**src/rtl/dm.sv**
```systemverilog
// Debug-module DMI transport types shared by the DTM, CDC and arbitration blocks.
package dm;

  localparam logic [1:0] DTM_NOP     = 2'h0;
  localparam logic [1:0] DTM_READ    = 2'h1;
  localparam logic [1:0] DTM_WRITE   = 2'h2;

  localparam logic [1:0] DTM_SUCCESS = 2'h0;
  localparam logic [1:0] DTM_ERR     = 2'h2;
  localparam logic [1:0] DTM_BUSY    = 2'h3;

  typedef struct packed {
    logic [6:0]  addr;
    logic [1:0]  op;
    logic [31:0] data;
  } dmi_req_t;

  typedef struct packed {
    logic [31:0] data;
    logic [1:0]  resp;
  } dmi_resp_t;

endpackage

```
**src/rtl/dmi_arb_mux_pkg.sv**
```systemverilog
// Helpers for the DMI channel arbiter/mux.
package dmi_arb_mux_pkg;

  // Channel index reached by stepping 'offset' places past 'base' in an n-entry ring.
  function automatic int unsigned rr_index(input int unsigned base, input int unsigned offset,
                                           input int unsigned n);
    return (base + offset) % n;
  endfunction

endpackage

```
**src/rtl/dmi_arb_id_fifo.sv**
```systemverilog
// Synchronous FIFO of channel IDs recording the issue order of in-flight DMI requests.
module dmi_arb_id_fifo #(
  parameter int unsigned Depth = 4,
  parameter int unsigned Width = 1
) (
  input  logic                         clk_i,
  input  logic                         rst_i,
  input  logic                         push_i,
  input  logic [Width-1:0]             data_i,
  input  logic                         pop_i,
  output logic [Width-1:0]             data_o,
  output logic                         full_o,
  output logic                         empty_o,
  output logic [$clog2(Depth+1)-1:0]   count_o
);

  localparam int unsigned PtrW = (Depth > 1) ? $clog2(Depth) : 1;
  localparam int unsigned CntW = $clog2(Depth + 1);
  localparam logic [PtrW-1:0] PtrLast = PtrW'(Depth - 1);

  logic [Width-1:0] r_mem [Depth];
  logic [PtrW-1:0]  r_wptr;
  logic [PtrW-1:0]  r_rptr;
  logic [CntW-1:0]  r_count;
  logic             w_push;
  logic             w_pop;

  assign w_push  = push_i & ~full_o;
  assign w_pop   = pop_i & ~empty_o;
  assign full_o  = (r_count == CntW'(Depth));
  assign empty_o = (r_count == '0);
  assign data_o  = r_mem[r_rptr];
  assign count_o = r_count;

  always_ff @(posedge clk_i) begin
    if (w_push) r_mem[r_wptr] <= data_i;
  end

  always_ff @(posedge clk_i or posedge rst_i) begin
    if (rst_i) begin
      r_wptr  <= '0;
      r_rptr  <= '0;
      r_count <= '0;
    end else begin
      if (w_push) r_wptr <= (r_wptr == PtrLast) ? '0 : r_wptr + 1'b1;
      if (w_pop)  r_rptr <= (r_rptr == PtrLast) ? '0 : r_rptr + 1'b1;
      case ({w_push, w_pop})
        2'b10:   r_count <= r_count + 1'b1;
        2'b01:   r_count <= r_count - 1'b1;
        default: r_count <= r_count;
      endcase
    end
  end

endmodule

```
**src/rtl/dmi_arb_mux.sv**
```systemverilog
// Round-robin arbiter of NumCh DMI masters onto one debug-module port with in-order response routing.
// Optional response timeout with synthesised DTM_ERR responses: define DMI_ARB_TIMEOUT_EN.
module dmi_arb_mux
  import dm::*;
  import dmi_arb_mux_pkg::*;
#(
  parameter int unsigned NumCh          = 2,
  parameter int unsigned MaxOutstanding = 4
`ifdef DMI_ARB_TIMEOUT_EN
  , parameter int unsigned TimeoutCycles = 1024
`endif
) (
  input  logic                                  clk_i,
  input  logic                                  rst_i,
  input  dmi_req_t  [NumCh-1:0]                 ch_req_i,
  input  logic      [NumCh-1:0]                 ch_req_valid_i,
  output logic      [NumCh-1:0]                 ch_req_ready_o,
  output dmi_resp_t [NumCh-1:0]                 ch_resp_o,
  output logic      [NumCh-1:0]                 ch_resp_valid_o,
  input  logic      [NumCh-1:0]                 ch_resp_ready_i,
  output dmi_req_t                              core_dmi_req_o,
  output logic                                  core_dmi_valid_o,
  input  logic                                  core_dmi_ready_i,
  input  dmi_resp_t                             core_dmi_resp_i,
  input  logic                                  core_dmi_valid_i,
  output logic                                  core_dmi_ready_o,
  output logic [$clog2(MaxOutstanding+1)-1:0]   outstanding_o,
  output logic                                  spurious_o,
  output logic                                  timeout_o
);

  localparam int unsigned IdW  = (NumCh > 1) ? $clog2(NumCh) : 1;
  localparam int unsigned CntW = $clog2(MaxOutstanding + 1);
  localparam dmi_resp_t   ErrResp = '{data: 32'h0, resp: DTM_ERR};

  typedef logic [IdW-1:0] ch_id_t;

  ch_id_t r_rr;
  ch_id_t r_lock_gnt;
  logic   r_lock;
  logic   r_spurious;

  ch_id_t w_arb_gnt;
  logic   w_arb_found;
  ch_id_t w_gnt;
  ch_id_t w_head;
  logic   w_full;
  logic   w_empty;
  logic   w_req_hs;
  logic   w_pop;
  logic   w_spurious;
  logic   w_tmo;
  logic   w_drop_busy;

  // First requesting channel at or after the round-robin pointer.
  always_comb begin
    w_arb_found = 1'b0;
    w_arb_gnt   = r_rr;
    for (int unsigned k = 0; k < NumCh; k++) begin
      if (!w_arb_found && ch_req_valid_i[IdW'(rr_index(32'(r_rr), k, NumCh))]) begin
        w_arb_found = 1'b1;
        w_arb_gnt   = IdW'(rr_index(32'(r_rr), k, NumCh));
      end
    end
  end

  assign w_gnt            = r_lock ? r_lock_gnt : w_arb_gnt;
  assign core_dmi_req_o   = ch_req_i[w_gnt];
  assign core_dmi_valid_o = ch_req_valid_i[w_gnt] & ~w_full;
  assign w_req_hs         = core_dmi_valid_o & core_dmi_ready_i;

  always_comb begin
    ch_req_ready_o = '0;
    for (int unsigned i = 0; i < NumCh; i++) begin
      ch_req_ready_o[i] = (w_gnt == IdW'(i)) & core_dmi_ready_i & ~w_full;
    end
  end

  // Response routing; a timed-out head and pending drops take priority over normal forwarding.
  always_comb begin
    ch_resp_valid_o  = '0;
    core_dmi_ready_o = 1'b1;
    w_pop            = 1'b0;
    w_spurious       = 1'b0;
    for (int unsigned i = 0; i < NumCh; i++) begin
      ch_resp_o[i] = w_tmo ? ErrResp : core_dmi_resp_i;
    end
    if (w_tmo) begin
      ch_resp_valid_o[w_head] = 1'b1;
      core_dmi_ready_o        = w_drop_busy;
      w_pop                   = ch_resp_ready_i[w_head];
    end else if (w_drop_busy) begin
      core_dmi_ready_o = 1'b1;
    end else if (w_empty) begin
      core_dmi_ready_o = 1'b1;
      w_spurious       = core_dmi_valid_i;
    end else begin
      ch_resp_valid_o[w_head] = core_dmi_valid_i;
      core_dmi_ready_o        = ch_resp_ready_i[w_head];
      w_pop                   = core_dmi_valid_i & ch_resp_ready_i[w_head];
    end
  end

  always_ff @(posedge clk_i or posedge rst_i) begin
    if (rst_i) begin
      r_rr       <= '0;
      r_lock     <= 1'b0;
      r_lock_gnt <= '0;
      r_spurious <= 1'b0;
    end else begin
      r_spurious <= w_spurious;
      if (w_req_hs) begin
        r_lock <= 1'b0;
        r_rr   <= IdW'(rr_index(32'(w_gnt), 1, NumCh));
      end else if (core_dmi_valid_o) begin
        r_lock     <= 1'b1;
        r_lock_gnt <= w_gnt;
      end
    end
  end

  assign spurious_o = r_spurious;

  dmi_arb_id_fifo #(
    .Depth (MaxOutstanding),
    .Width (IdW)
  ) u_id_fifo (
    .clk_i   (clk_i),
    .rst_i   (rst_i),
    .push_i  (w_req_hs),
    .data_i  (w_gnt),
    .pop_i   (w_pop),
    .data_o  (w_head),
    .full_o  (w_full),
    .empty_o (w_empty),
    .count_o (outstanding_o)
  );

`ifdef DMI_ARB_TIMEOUT_EN
  localparam int unsigned TmoW = $clog2(TimeoutCycles);
  localparam logic [TmoW-1:0] TmoLast = TmoW'(TimeoutCycles - 1);

  logic [TmoW-1:0] r_tmo_cnt;
  logic [CntW-1:0] r_drop;
  logic            r_timeout;
  logic            w_drop_dec;

  assign w_tmo       = ~w_empty & (r_tmo_cnt == TmoLast);
  assign w_drop_busy = (r_drop != '0);
  assign w_drop_dec  = w_drop_busy & core_dmi_valid_i;
  assign timeout_o   = r_timeout;

  // Counter saturates at the last cycle so the error response is held until the head accepts it.
  always_ff @(posedge clk_i or posedge rst_i) begin
    if (rst_i) begin
      r_tmo_cnt <= '0;
      r_drop    <= '0;
      r_timeout <= 1'b0;
    end else begin
      if (w_empty || w_pop) r_tmo_cnt <= '0;
      else if (!w_tmo)      r_tmo_cnt <= r_tmo_cnt + 1'b1;
      case ({w_tmo & w_pop, w_drop_dec})
        2'b10:   r_drop <= r_drop + 1'b1;
        2'b01:   r_drop <= r_drop - 1'b1;
        default: r_drop <= r_drop;
      endcase
      r_timeout <= w_tmo & w_pop;
    end
  end
`else
  assign w_tmo       = 1'b0;
  assign w_drop_busy = 1'b0;
  assign timeout_o   = 1'b0;
`endif

endmodule

```
**config.mk**
```make
export PLATFORM = sky130hd
export DESIGN_NAME = dmi_arb_mux
export DESIGN_NICKNAME = d
export VERILOG_FILES = /design/src/rtl/dm.sv /design/src/rtl/dmi_arb_mux_pkg.sv /design/src/rtl/dmi_arb_id_fifo.sv /design/src/rtl/dmi_arb_mux.sv
export SDC_FILE = /design/constraint.sdc
export NUM_CORES = 1
export LEC_CHECK = 0
export ABC_AREA = 0
export CORE_AREA = 5 5 92 94
export CTS_BUF_LIST = sky130_fd_sc_hd__clkbuf_8
export DETAILED_ROUTE_END_ITERATION = 7
export DIE_AREA = 0 0 97 99
export DONT_BUFFER_PORTS = 1
export PLACE_DENSITY = 0.51
export SETUP_SLACK_MARGIN = 0.5
export SKIP_LAST_GASP = 1
export SYNTH_ARGS = -nofsm -noshare
export SYNTH_HDL_FRONTEND = slang
export SYNTH_HIERARCHICAL = 1
export SYNTH_SLANG_ARGS = --single-unit
```
**constraint.sdc**
```tcl
create_clock -name clk_i -period 6.2 [get_ports clk_i]
set_clock_uncertainty 0.05 [all_clocks]
set_input_delay 0.93 -clock clk_i [delete_from_list [all_inputs] [get_ports clk_i]]
set_output_delay 0.93 -clock clk_i [all_outputs]
set_load 0.005 [all_outputs]
```
==> results of run 1 <==
==> per-stage QoR <==
step,std cells,cell area [µm²],util (%),total power [W]
after CTS,228,1660,21.9,0.000857
after detailed placement,224,1610,21.3,0.000768
after global routing,228,1660,21.9,0.000911
after floorplan,194,2040,-,0.000740
final,228,1660,21.9,0.000836
after global placement,224,1610,21.3,0.000757
==> flip-flops by register name, indices dropped and copies added (netlist names) <==
signal / cells
r_lock: 1
spurious_o: 1
u_id_fifo/r_mem: 4
u_id_fifo/r_rptr: 2
u_id_fifo/count_o: 3
r_rr: 1
u_id_fifo/r_wptr: 2
r_lock_gnt: 1
==> metal layers <==
metal	wire, µm	vias to the layer above	GRT usage [%]	share of wire, %
li1	-	438	-	-
met1	1770	453	9.91	33
met2	2280	117	13.4	43
met3	1280	6	12.0	24
met4	14	0	0.972	0.26
met5	0	-	0	0
==> worst min path at each step <==
stage | from | endpoint | slack [ns] | cells past startpoint
floorplan | r_rr | r_rr | 0.44 | 2
global placement | u_id_fifo/count_o[2] | u_id_fifo/count_o[2] | 0.48 | 1
detailed placement | u_id_fifo/count_o[2] | u_id_fifo/count_o[2] | 0.49 | 1
CTS | rst_i | spurious_o | 0.40 | 1
global route | rst_i | r_lock | 0.41 | 1
finish | rst_i | r_lock | 0.40 | 1
==> worst reg2reg max path, delay by kind of cell (launching register included) <==
kind,cells,cell delay [ns]
buffers and inverters,3,0.21
XOR/XNOR,2,0.28
AND/OR/NAND/NOR,5,1.23
flip-flops,1,0.43
adder cells (fa/ha/maj),2,0.38
==> final cells by class <==
type,instances,area (µm²)
Fill cell,834,5910
Multi-Input combinational cell,94,1030
Sequential cell,15,395
Tap cell,102,128
Inverter,12,45.0
Clock buffer,3,41.3
Clock inverter,1,7.51
Timing Repair Buffer,1,7.51
==> placed cells by master, fill, tap and decap left out <==
| cell type | count |
|---|---|
| and2_1 | 1 |
| nor2_1 | 7 |
| a21oi_1 | 3 |
| mux2i_1 | 2 |
| nor2b_1 | 1 |
| mux2_1 | 2 |
| o21a_1 | 1 |
| nand2b_1 | 3 |
| mux2_2 | 7 |
| mux4_2 | 1 |
| inv_1 | 12 |
| nor3_1 | 3 |
| a31oi_1 | 1 |
| nand2_1 | 2 |
| dfrtp_1 | 11 |
| and2_2 | 4 |
| edfxtp_1 | 4 |
| xor2_1 | 2 |
| o21bai_1 | 1 |
| clkbuf_8 | 3 |
| nand2b_4 | 1 |
| xnor2_1 | 1 |
| or3_1 | 1 |
| o21ai_4 | 1 |
| nor2b_2 | 1 |
| nor3b_2 | 1 |
| nor3b_1 | 1 |
| conb_1 | 1 |
| ha_1 | 6 |
| fa_1 | 1 |
| o31ai_1 | 1 |
| mux2_4 | 36 |
| clkinvlp_4 | 1 |
| buf_4 | 1 |
| o21ai_0 | 1 |
==> logic make-up after synthesis <==
kind of cell,Yosys count
flip-flops,15
adder cells (fa/ha/maj),7
other,1
XOR/XNOR,3
AND/OR/NAND/NOR,26
multiplexers,48
buffers and inverters,85
AO/OA/AOI/OAI,9
==> power by group through the flow <==
stage	Clock [W]	Combinational (W)	Sequential, W
final	0.0000825	0.000564	0.000190
after global routing	0.0000915	0.000623	0.000197
after CTS	0.0000873	0.000578	0.000191
after detailed placement	0	0.000575	0.000193
after global placement	0	0.000566	0.000192
after floorplan	0	0.000558	0.000182
==> flow_summary.json, run 1 <==
{
  "ios": 244,
  "endpoint": "core_dmi_req_o[21]",
  "grt_pass1_vias": 1033,
  "yosysMostFrequentCell": "buf_4",
  "start_kind": "primary input",
  "fin_tns_setup_ns": 0,
  "fp.dieW_um": 97,
  "p_comb_share_pct": 67.4,
  "grt_max_degree": 49,
  "cp-end-kind": "output port",
  "die-area_um2": 9600,
  "cts_hold_buf": 0,
  "yosysWarnings": 6,
  "p_sw_share_pct": 40.4,
  "critPathBufInv": 2,
  "clk_latency_ns": 0.25,
  "setup_viol": 0,
  "powerDensity_nw_per_um2": 504,
  "timing.fmax_mhz": 305,
  "htreeDepth": 1,
  "synthTopCellsByArea": "mux2_4 27%, buf_4 25%, dfrtp_1 14%",
  "crit_path_start": "ch_req_valid_i[0]",
  "finalCritPeriodShare_pct": 52.9,
  "fp.coreArea_um2": 7570,
  "min_period_ns": 3.28,
  "worst_pin_slew_ns": 0.757,
  "crit_type": "in -> out",
  "cts_resized": 0,
  "post-place-ws_ns": 2.91,
  "ys_ff_latch": 15,
  "critPathMaxStageDelay_ns": 0.60,
  "peakVddDrop_mv": 0.165,
  "drive_above_1_share_pct": 45.2,
  "antenna_found_initial": 0,
  "start_util_pct": 26.9,
  "netlist_area_um2": 2040,
  "fin_nets": 258,
  "die_y_um": 99,
  "cts_tree": "done",
  "setup_ws_ns": 2.92,
  "vias": 1014,
  "r2r-start": "u_id_fifo/count_o[2]",
  "synth_top_flop_cell": "dfrtp_1",
  "timing.rr.end": "u_id_fifo/count_o[2]",
  "synth_top_cell_by_area": "mux2_4",
  "postRouteAntennaNets": 0,
  "routabilityCongestion": 0.677,
  "holdWs_ns": 0.404,
  "diodes": 0,
  "pwr-share-clk_pct": 9.9,
  "syn_nets": 325,
  "routed_wl_mm": 5.34,
  "power.switching_w": 0.000338,
  "drc": 0,
  "dp_hpwl_mm": 4.77,
  "syn_inst": 194,
  "drtIter0Drc": 19,
  "synthSimpleGateAreaFrac_pct": 7.80,
  "crit_chain": "inv_1 > o21bai_1 > o21ai_4 > buf_4 > mux2_2",
  "synth_top_area_share_pct": 26.5,
  "synthMuxAreaShare_pct": 33.6,
  "arrival_ns": 2.30,
  "worstPathRequired_ns": 5.22,
  "power.internal_w": 0.000498,
  "root_buffer": "clkbuf_8",
  "firstDrtPassIters": 3,
  "cap_violations": 0,
  "synth_area_per_cell_um2": 10.5,
  "seqPwrFrac_pct": 22.7,
  "crit_slowest_cell": "buf_4",
  "cts-buffers-inserted": 3,
  "cts.sinks": 15,
  "vias_per_cell": 4.45,
  "portBuffers": 0,
  "rows": 32,
  "critPathMaxFanout": 48,
  "clockBufferDepth": 2,
  "path_clk_slew_ns": 0.06,
  "postCtsSetupBuffers": 0,
  "syn2layout_area_growth_pct": -18.6,
  "synth_cell_types": 34,
  "gr-total-overflow": 0,
  "ys_async_sr_fraction_pct": 73.3,
  "hp-class": "in -> async",
  "relSlewSlack_pct": 49.6,
  "grtUsageTotal_pct": 9.79,
  "synth-compound-area-share_pct": 3.19,
  "synth_top_family_by_area": "multiplexers",
  "power.leakage_nw": 0.750,
  "status": "completed",
  "r2r_cells": 12,
  "crit_cells": 5,
  "yosysSeqAreaShare_pct": 19.4,
  "rsz0062_at_grt": "false",
  "r2r_setup_slack_ns": 3.51,
  "ys_top_cells_by_count": "69 x buf_4, 36 x mux2_4, 12 x inv_1",
  "hold_violations": 0,
  "synth_fa_ha_area_share_pct": 4.67,
  "synth_enable_flop_cells": 4,
  "maxSlewViolCount": 0,
  "crit_family": "buffers and inverters",
  "synth-xor-area-share_pct": 1.29,
  "grt_pass1_wl_mm": 7.31,
  "routedWlPerCell_um": 23.4
}
No activity file was read; power rests on OpenSTA's default activity.
==> run 2: changes to the inputs <==
==> constraint.sdc (replaced) <==
create_clock -name clk_i -period 3.1 [get_ports clk_i]
set_clock_uncertainty 0.05 [all_clocks]
set_input_delay 0.465 -clock clk_i [delete_from_list [all_inputs] [get_ports clk_i]]
set_output_delay 0.465 -clock clk_i [all_outputs]
set_load 0.005 [all_outputs]
==> run 2 against run 1 <==
Effect of this change: critical path depth increased by 6; utilization increased by 0.79 points; sequential share of layout area down 0.83 points; clock-buffer cell count did not move; first-iteration DRC count grew 11%; via count increased by 0.79%; cell count up 2.2%; hold slack lost 0.14 ns; largest power group unchanged.
==> flow_summary.json, run 2 (synthesis gave the netlist of run 1 again) <==
{
  "status": "completed",
  "start_kind": "flip-flop",
  "crit_family": "multiplexers",
  "critPathBufInv": 2,
  "power.internal_w": 0.00105,
  "ios": 244,
  "rows": 32,
  "pwr-share-clk_pct": 8.7,
  "worstPathRequired_ns": 3.22,
  "critPathMaxStageDelay_ns": 0.55,
  "die-area_um2": 9600,
  "fin_tns_setup_ns": 0,
  "holdPathEnd": "r_lock_gnt",
  "timing.rr.end": "u_id_fifo/count_o[2]",
  "fp.coreArea_um2": 7570,
  "drive_above_1_share_pct": 48.1,
  "min_period_ns": 2.54,
  "peakVddDrop_mv": 0.426,
  "grt_pass1_vias": 1027,
  "dp_hpwl_mm": 4.78,
  "hold_violations": 0,
  "crit_chain": "mux4_2 > mux2i_2 > nor2_2 > nand2b_4 > inv_1 > ha_2 > inv_1 > fa_1 > xor2_1 > nor2_1 > xor2_1",
  "nFillCells": 843,
  "place_inst": 225,
  "setup_viol": 0,
  "rsz0062_at_grt": "true",
  "portBuffers": 0,
  "cts.sinks": 15,
  "hp-start": "ch_req_valid_i[0]",
  "crit_slowest_cell": "mux4_2",
  "routed_wl_mm": 5.24,
  "grt_max_degree": 36,
  "p_comb_share_pct": 69.1,
  "largest_register_ffs": 4,
  "arrival_ns": 2.66,
  "layout.cells.non_filler": 233,
  "seqPwrFrac_pct": 22.2,
  "cts_tree": "done",
  "post-place-ws_ns": 0.490,
  "start_util_pct": 26.9,
  "finalCritPeriodShare_pct": 81.9,
  "power.leakage_nw": 0.783,
  "postRouteAntennaNets": 0,
  "fp.dieW_um": 97,
  "r2r_cells": 11,
  "power.switching_w": 0.000695,
  "grt_pass1_wl_mm": 7.20,
  "layout_common_cells": "36 x mux2_4, 13 x inv_1, 11 x dfrtp_1",
  "drc": 0,
  "regMostFlops": "u_id_fifo/r_mem",
  "grtUsageTotal_pct": 9.54,
  "routedWlPerCell_um": 22.5,
  "timing.fmax_mhz": 394,
  "diodes": 0,
  "firstDrtPassIters": 4,
  "root_buffer": "clkbuf_8",
  "cts-buffers-inserted": 3,
  "holdPathStages": 1,
  "cap_violations": 0,
  "vias_per_cell": 4.39,
  "p_sw_share_pct": 39.9,
  "gr-total-overflow": 0,
  "final_common_cell": "mux2_4",
  "maxSlewViolCount": 0,
  "powerDensity_nw_per_um2": 1010,
  "die_y_um": 99,
  "r2r_setup_slack_ns": 0.56,
  "r2r-start": "u_id_fifo/r_rptr[0]",
  "crit_type": "reg -> reg",
  "clk_latency_ns": 0.24,
  "vias": 1022,
  "htreeDepth": 1,
  "routabilityCongestion": 0.706,
  "critPathMaxFanout": 3,
  "cp-end-kind": "flip-flop",
  "drtIter0Drc": 21,
  "hp-class": "in -> reg",
  "antenna_found_initial": 0,
  "setup_ws_ns": 0.562,
  "path_clk_slew_ns": 0.06,
  "fin_nets": 263,
  "syn2layout_area_growth_pct": -15.7,
  "clockBufferDepth": 2
}
## run 2: metal layers
layer | vias up | GRT usage [%] | wire (µm)
met5 | - | 0 | 0
met4 | 0 | 0.972 | 20
li1 | 445 | - | -
met1 | 450 | 9.51 | 1690
met2 | 119 | 13.2 | 2260
met3 | 8 | 11.7 | 1280
## run 2: final cells by class
| class | count | area [µm²] | share of cell area, % |
|---|---|---|---|
| Multi-Input combinational cell | 94 | 1050 | 61.3 |
| Sequential cell | 15 | 395 | 23.0 |
| Tap cell | 102 | 128 | 7.43 |
| Clock inverter | 1 | 3.75 | 0.218 |
| Timing Repair Buffer | 6 | 51.3 | 2.99 |
| Clock buffer | 3 | 41.3 | 2.40 |
| Inverter | 12 | 45.0 | 2.62 |
## run 2: power groups by stage
stage          clock network (W)  logic, W  registers, W
2_1_floorplan                  0   0.00112      0.000365
3_3_place_gp                   0   0.00115      0.000382
3_5_place_dp                   0   0.00116      0.000387
4_1_cts                 0.000158   0.00118      0.000388
5_1_grt                 0.000168   0.00131      0.000401
6_report                0.000152   0.00120      0.000386
## run 2: worst max path at each step
stage	cells past startpoint	endpoint	from	slack (ns)
6_report	11	u_id_fifo/count_o[2]	u_id_fifo/r_rptr[0]	0.56
4_1_cts	11	u_id_fifo/count_o[2]	u_id_fifo/r_rptr[0]	0.51
3_3_place_gp	12	u_id_fifo/count_o[2]	u_id_fifo/count_o[0]	0.57
2_1_floorplan	11	u_id_fifo/count_o[2]	u_id_fifo/r_rptr[0]	0.66
3_5_place_dp	12	u_id_fifo/count_o[2]	u_id_fifo/count_o[2]	0.49
5_1_grt	11	u_id_fifo/count_o[2]	u_id_fifo/r_rptr[0]	0.44
## run 2: per-stage QoR
step | util, % | total power [W] | instance area, µm² | hold slack [ns]
4_1_cts | 22.2 | 0.00173 | 1680 | 0.260
6_report | 22.7 | 0.00174 | 1720 | 0.263
3_5_place_dp | 21.4 | 0.00155 | 1620 | 0.218
2_1_floorplan | - | 0.00148 | 2040 | 0.181
3_3_place_gp | 21.4 | 0.00153 | 1620 | 0.215
5_1_grt | 22.7 | 0.00188 | 1720 | 0.254
## run 2: what timing repair did
item / CTS / global route
pin swaps: 0 / 2
endpoints found under the hold margin: 11 / 0
setup endpoints to repair: 2 / 7
resized for setup: 2 / 4
setup buffers: 0 / 3
hold buffers: 1 / 0
## run 2: worst reg2reg max path, delay by kind of cell, from the launching register on
kind                       cells  cell delay [ns]
DFF                            1             0.39
buffers and inverters          2             0.11
and+or+nand+nor                3             0.33
adders and majority gates      2             0.55
muxes                          2             0.73
xor gates and xnor gates       2             0.30
==> run 3: changes to the inputs <==
--- a/config.mk
+++ b/config.mk
@@ -5,13 +5,13 @@
 export SDC_FILE = /design/constraint.sdc
 export NUM_CORES = 1
 export LEC_CHECK = 0
-export ABC_AREA = 0
-export CORE_AREA = 5 5 92 94
+export ABC_AREA = 1
+export CORE_AREA = 5 5 91 93
 export CTS_BUF_LIST = sky130_fd_sc_hd__clkbuf_8
 export DETAILED_ROUTE_END_ITERATION = 7
-export DIE_AREA = 0 0 97 99
+export DIE_AREA = 0 0 96 98
 export DONT_BUFFER_PORTS = 1
-export PLACE_DENSITY = 0.51
+export PLACE_DENSITY = 0.52
 export SETUP_SLACK_MARGIN = 0.5
 export SKIP_LAST_GASP = 1
 export SYNTH_ARGS = -nofsm -noshare
==> constraint.sdc (replaced) <==
create_clock -name clk_i -period 2.3 [get_ports clk_i]
set_clock_uncertainty 0.05 [all_clocks]
set_input_delay 0.345 -clock clk_i [delete_from_list [all_inputs] [get_ports clk_i]]
set_output_delay 0.345 -clock clk_i [all_outputs]
set_load 0.005 [all_outputs]
==> run 3 against run 2 <==
Effect of this change: register-to-register slack got worse by 0.41 ns; sequential share of layout area decreased by 9.7 points; largest power group unchanged; critical path depth decreased by 1; cell count increased by 67%; non-clock buffer count increased by 28; critical path type is now reg -> out; first-iteration DRC count increased by 150%; die area decreased by 2.0%; flip-flop and latch count unchanged; power increased to 2.5 times the previous value.
==> flow_summary.json, run 3 <==
{
  "postRouteAntennaNets": 0,
  "die_y_um": 98,
  "portBuffers": 0,
  "synth_enable_flop_cells": 4,
  "largest_register_ffs": 4,
  "syn_inst": 319,
  "power.switching_w": 0.00221,
  "rsz0062_at_grt": "true",
  "clk_latency_ns": 0.25,
  "timing.fmax_mhz": 452,
  "cts.sinks": 15,
  "ios": 244,
  "pwr-share-clk_pct": 4.7,
  "drc": 0,
  "drive_above_1_share_pct": 61.5,
  "diodes": 0,
  "syn_nets": 450,
  "grtUsageTotal_pct": 13.9,
  "cap_violations": 0,
  "power.leakage_nw": 1.56,
  "worstPathRequired_ns": 1.90,
  "regMostFlops": "u_id_fifo/r_mem",
  "cts-buffers-inserted": 3,
  "ys_async_sr_fraction_pct": 73.3,
  "start_util_pct": 26.7,
  "synth_top_flop_cell": "dfrtp_1",
  "fin_nets": 418,
  "min_period_ns": 2.21,
  "synth_top_area_share_pct": 28.5,
  "dp_hpwl_mm": 5.06,
  "postLayoutCoreUtil_pct": 39.8,
  "syn2layout_area_growth_pct": 48.9,
  "powerDensity_nw_per_um2": 1490,
  "setup_viol": 0,
  "p_comb_share_pct": 84.0,
  "clockBufferDepth": 2,
  "cts_tree": "done",
  "critPathMaxFanout": 6,
  "ys_top_cells_by_count": "151 x nand2_1, 73 x buf_4, 24 x inv_1",
  "power.internal_w": 0.00220,
  "crit_type": "reg -> out",
  "grt_pass1_wl_mm": 9.76,
  "start_kind": "flip-flop",
  "seqPwrFrac_pct": 11.3,
  "grt_max_degree": 23,
  "gr-total-overflow": 0,
  "grt_pass1_vias": 1714,
  "firstDrtPassIters": 4,
  "status": "completed",
  "nFillCells": 747,
  "synth_top_cell_by_area": "nand2_1",
  "antenna_found_initial": 0,
  "cp-end-kind": "output port",
  "finalCritPeriodShare_pct": 96.2,
  "routabilityCongestion": 0.771,
  "final_common_cell": "nand2_4",
  "hp-class": "in -> reg",
  "synthTopCellsByArea": "nand2_1 29%, buf_4 28%, dfrtp_1 14%",
  "netlist_area_um2": 1990,
  "setup_ws_ns": 0.0884,
  "synth_area_per_cell_um2": 6.23,
  "rows": 32,
  "yosysWarnings": 6,
  "root_buffer": "clkbuf_8",
  "htreeDepth": 1,
  "fp.coreArea_um2": 7450,
  "p_sw_share_pct": 50.2,
  "fp.dieW_um": 96,
  "peakVddDrop_mv": 0.550,
  "post-place-ws_ns": 0.0619,
  "drtIter0Drc": 52,
  "routedWlPerCell_um": 19.3,
  "synth_cell_types": 28,
  "layout_common_cells": "75 x nand2_4, 42 x nand2_1, 35 x nand2_2",
  "hold_violations": 0,
  "maxSlewViolCount": 0,
  "arrival_ns": 1.82,
  "vias_per_cell": 4.52,
  "path_clk_slew_ns": 0.06,
  "die-area_um2": 9410,
  "ys_ff_latch": 15,
  "vias": 1754,
  "routed_wl_mm": 7.48,
  "yosysSeqAreaShare_pct": 19.9,
  "yosysMostFrequentCell": "nand2_1"
}
## run 3: changes by cell type in the layout (fill, tap and decap cells not counted), sizes merged, moves of 5 or more
cell	previous run	this run
nand2	2	155
mux2	45	0
buf	5	33
inv	13	31
nand3	0	10
and2	5	0
clkinv	0	5
## run 3: final timing paths
kind                                           start                   end  slack [ns]  cells after the start
worst min-delay path                core_dmi_valid_i            spurious_o        0.18                      2
min in group asynchronous                      rst_i                  r_rr        0.39                      2
worst max register to register  u_id_fifo/count_o[0]  u_id_fifo/count_o[2]        0.15                     14
worst max-delay path                            r_rr     ch_req_ready_o[0]        0.09                     10
max in group asynchronous                      rst_i   u_id_fifo/r_wptr[1]        1.51                      2
worst min register to register            r_lock_gnt            r_lock_gnt        0.44                      2
## run 3: layout make-up
class	instances	area (µm²)	share of cell area [%]
Timing Repair Buffer	34	504	17.0
Tap cell	102	128	4.31
Multi-Input combinational cell	198	1650	55.6
Clock inverter	1	3.75	0.127
Inverter	29	135	4.56
Clock buffer	3	41.3	1.39
Sequential cell	15	395	13.4
Timing Repair inverter	6	108	3.63
## run 3: metal layers
layer | share of wire (%) | up-vias | GRT usage (%)
met5 | 0 | - | 0
met4 | 0.65 | 0 | 3.61
met3 | 7.3 | 6 | 3.93
met2 | 55 | 115 | 25.5
met1 | 37 | 805 | 15.2
li1 | - | 828 | -
## run 3: critical path, stage by stage, from the launching register on
cell and delay [ns]:
dfrtp_1 0.41, nand2_1 0.08, nand2_1 0.05, nand2_2 0.11
nand2_4 0.07, buf_6 0.11, buf_6 0.11, buf_16 0.15
buf_12 0.16, nor3_4 0.16, buf_4 0.15
## run 3: repair_timing
action,in CTS,in global routing
pin swaps,41,23
hold buffers,1,0
gates cloned,5,5
setup buffers,14,11
endpoints found under the hold margin,11,0
setup endpoints to repair,46,48
resized for setup,156,80
## run 3: per-stage QoR
stage	instances	hold slack, ns	cell area [µm²]	setup TNS, ns	total power, W
finish	388	0.179	2960	0	0.00441
global route	388	0.178	2960	-0.0153	0.00476
floorplan	319	0.0611	2010	0	0.00178
CTS	372	0.177	2460	0	0.00361
global placement	348	0.0726	1600	0	0.00203
detailed placement	348	0.0786	1600	0	0.00204
## run 3: kinds of logic after synthesis
logic type	synth area share (%)
simple gates	38.5
xor+xnor	0.441
buf+inv	34.2
compound gates	1.57
other cells	0.189
mux	0.503
flops	19.9
fa+ha+maj	4.78
## run 3: power by group through the flow
stage	clock [W]	sequential [W]	combinational (W)
6_report	0.000207	0.000499	0.00370
5_1_grt	0.000231	0.000513	0.00402
4_1_cts	0.000214	0.000497	0.00290
3_5_place_dp	0	0.000503	0.00154
3_3_place_gp	0	0.000506	0.00152
2_1_floorplan	0	0.000480	0.00130
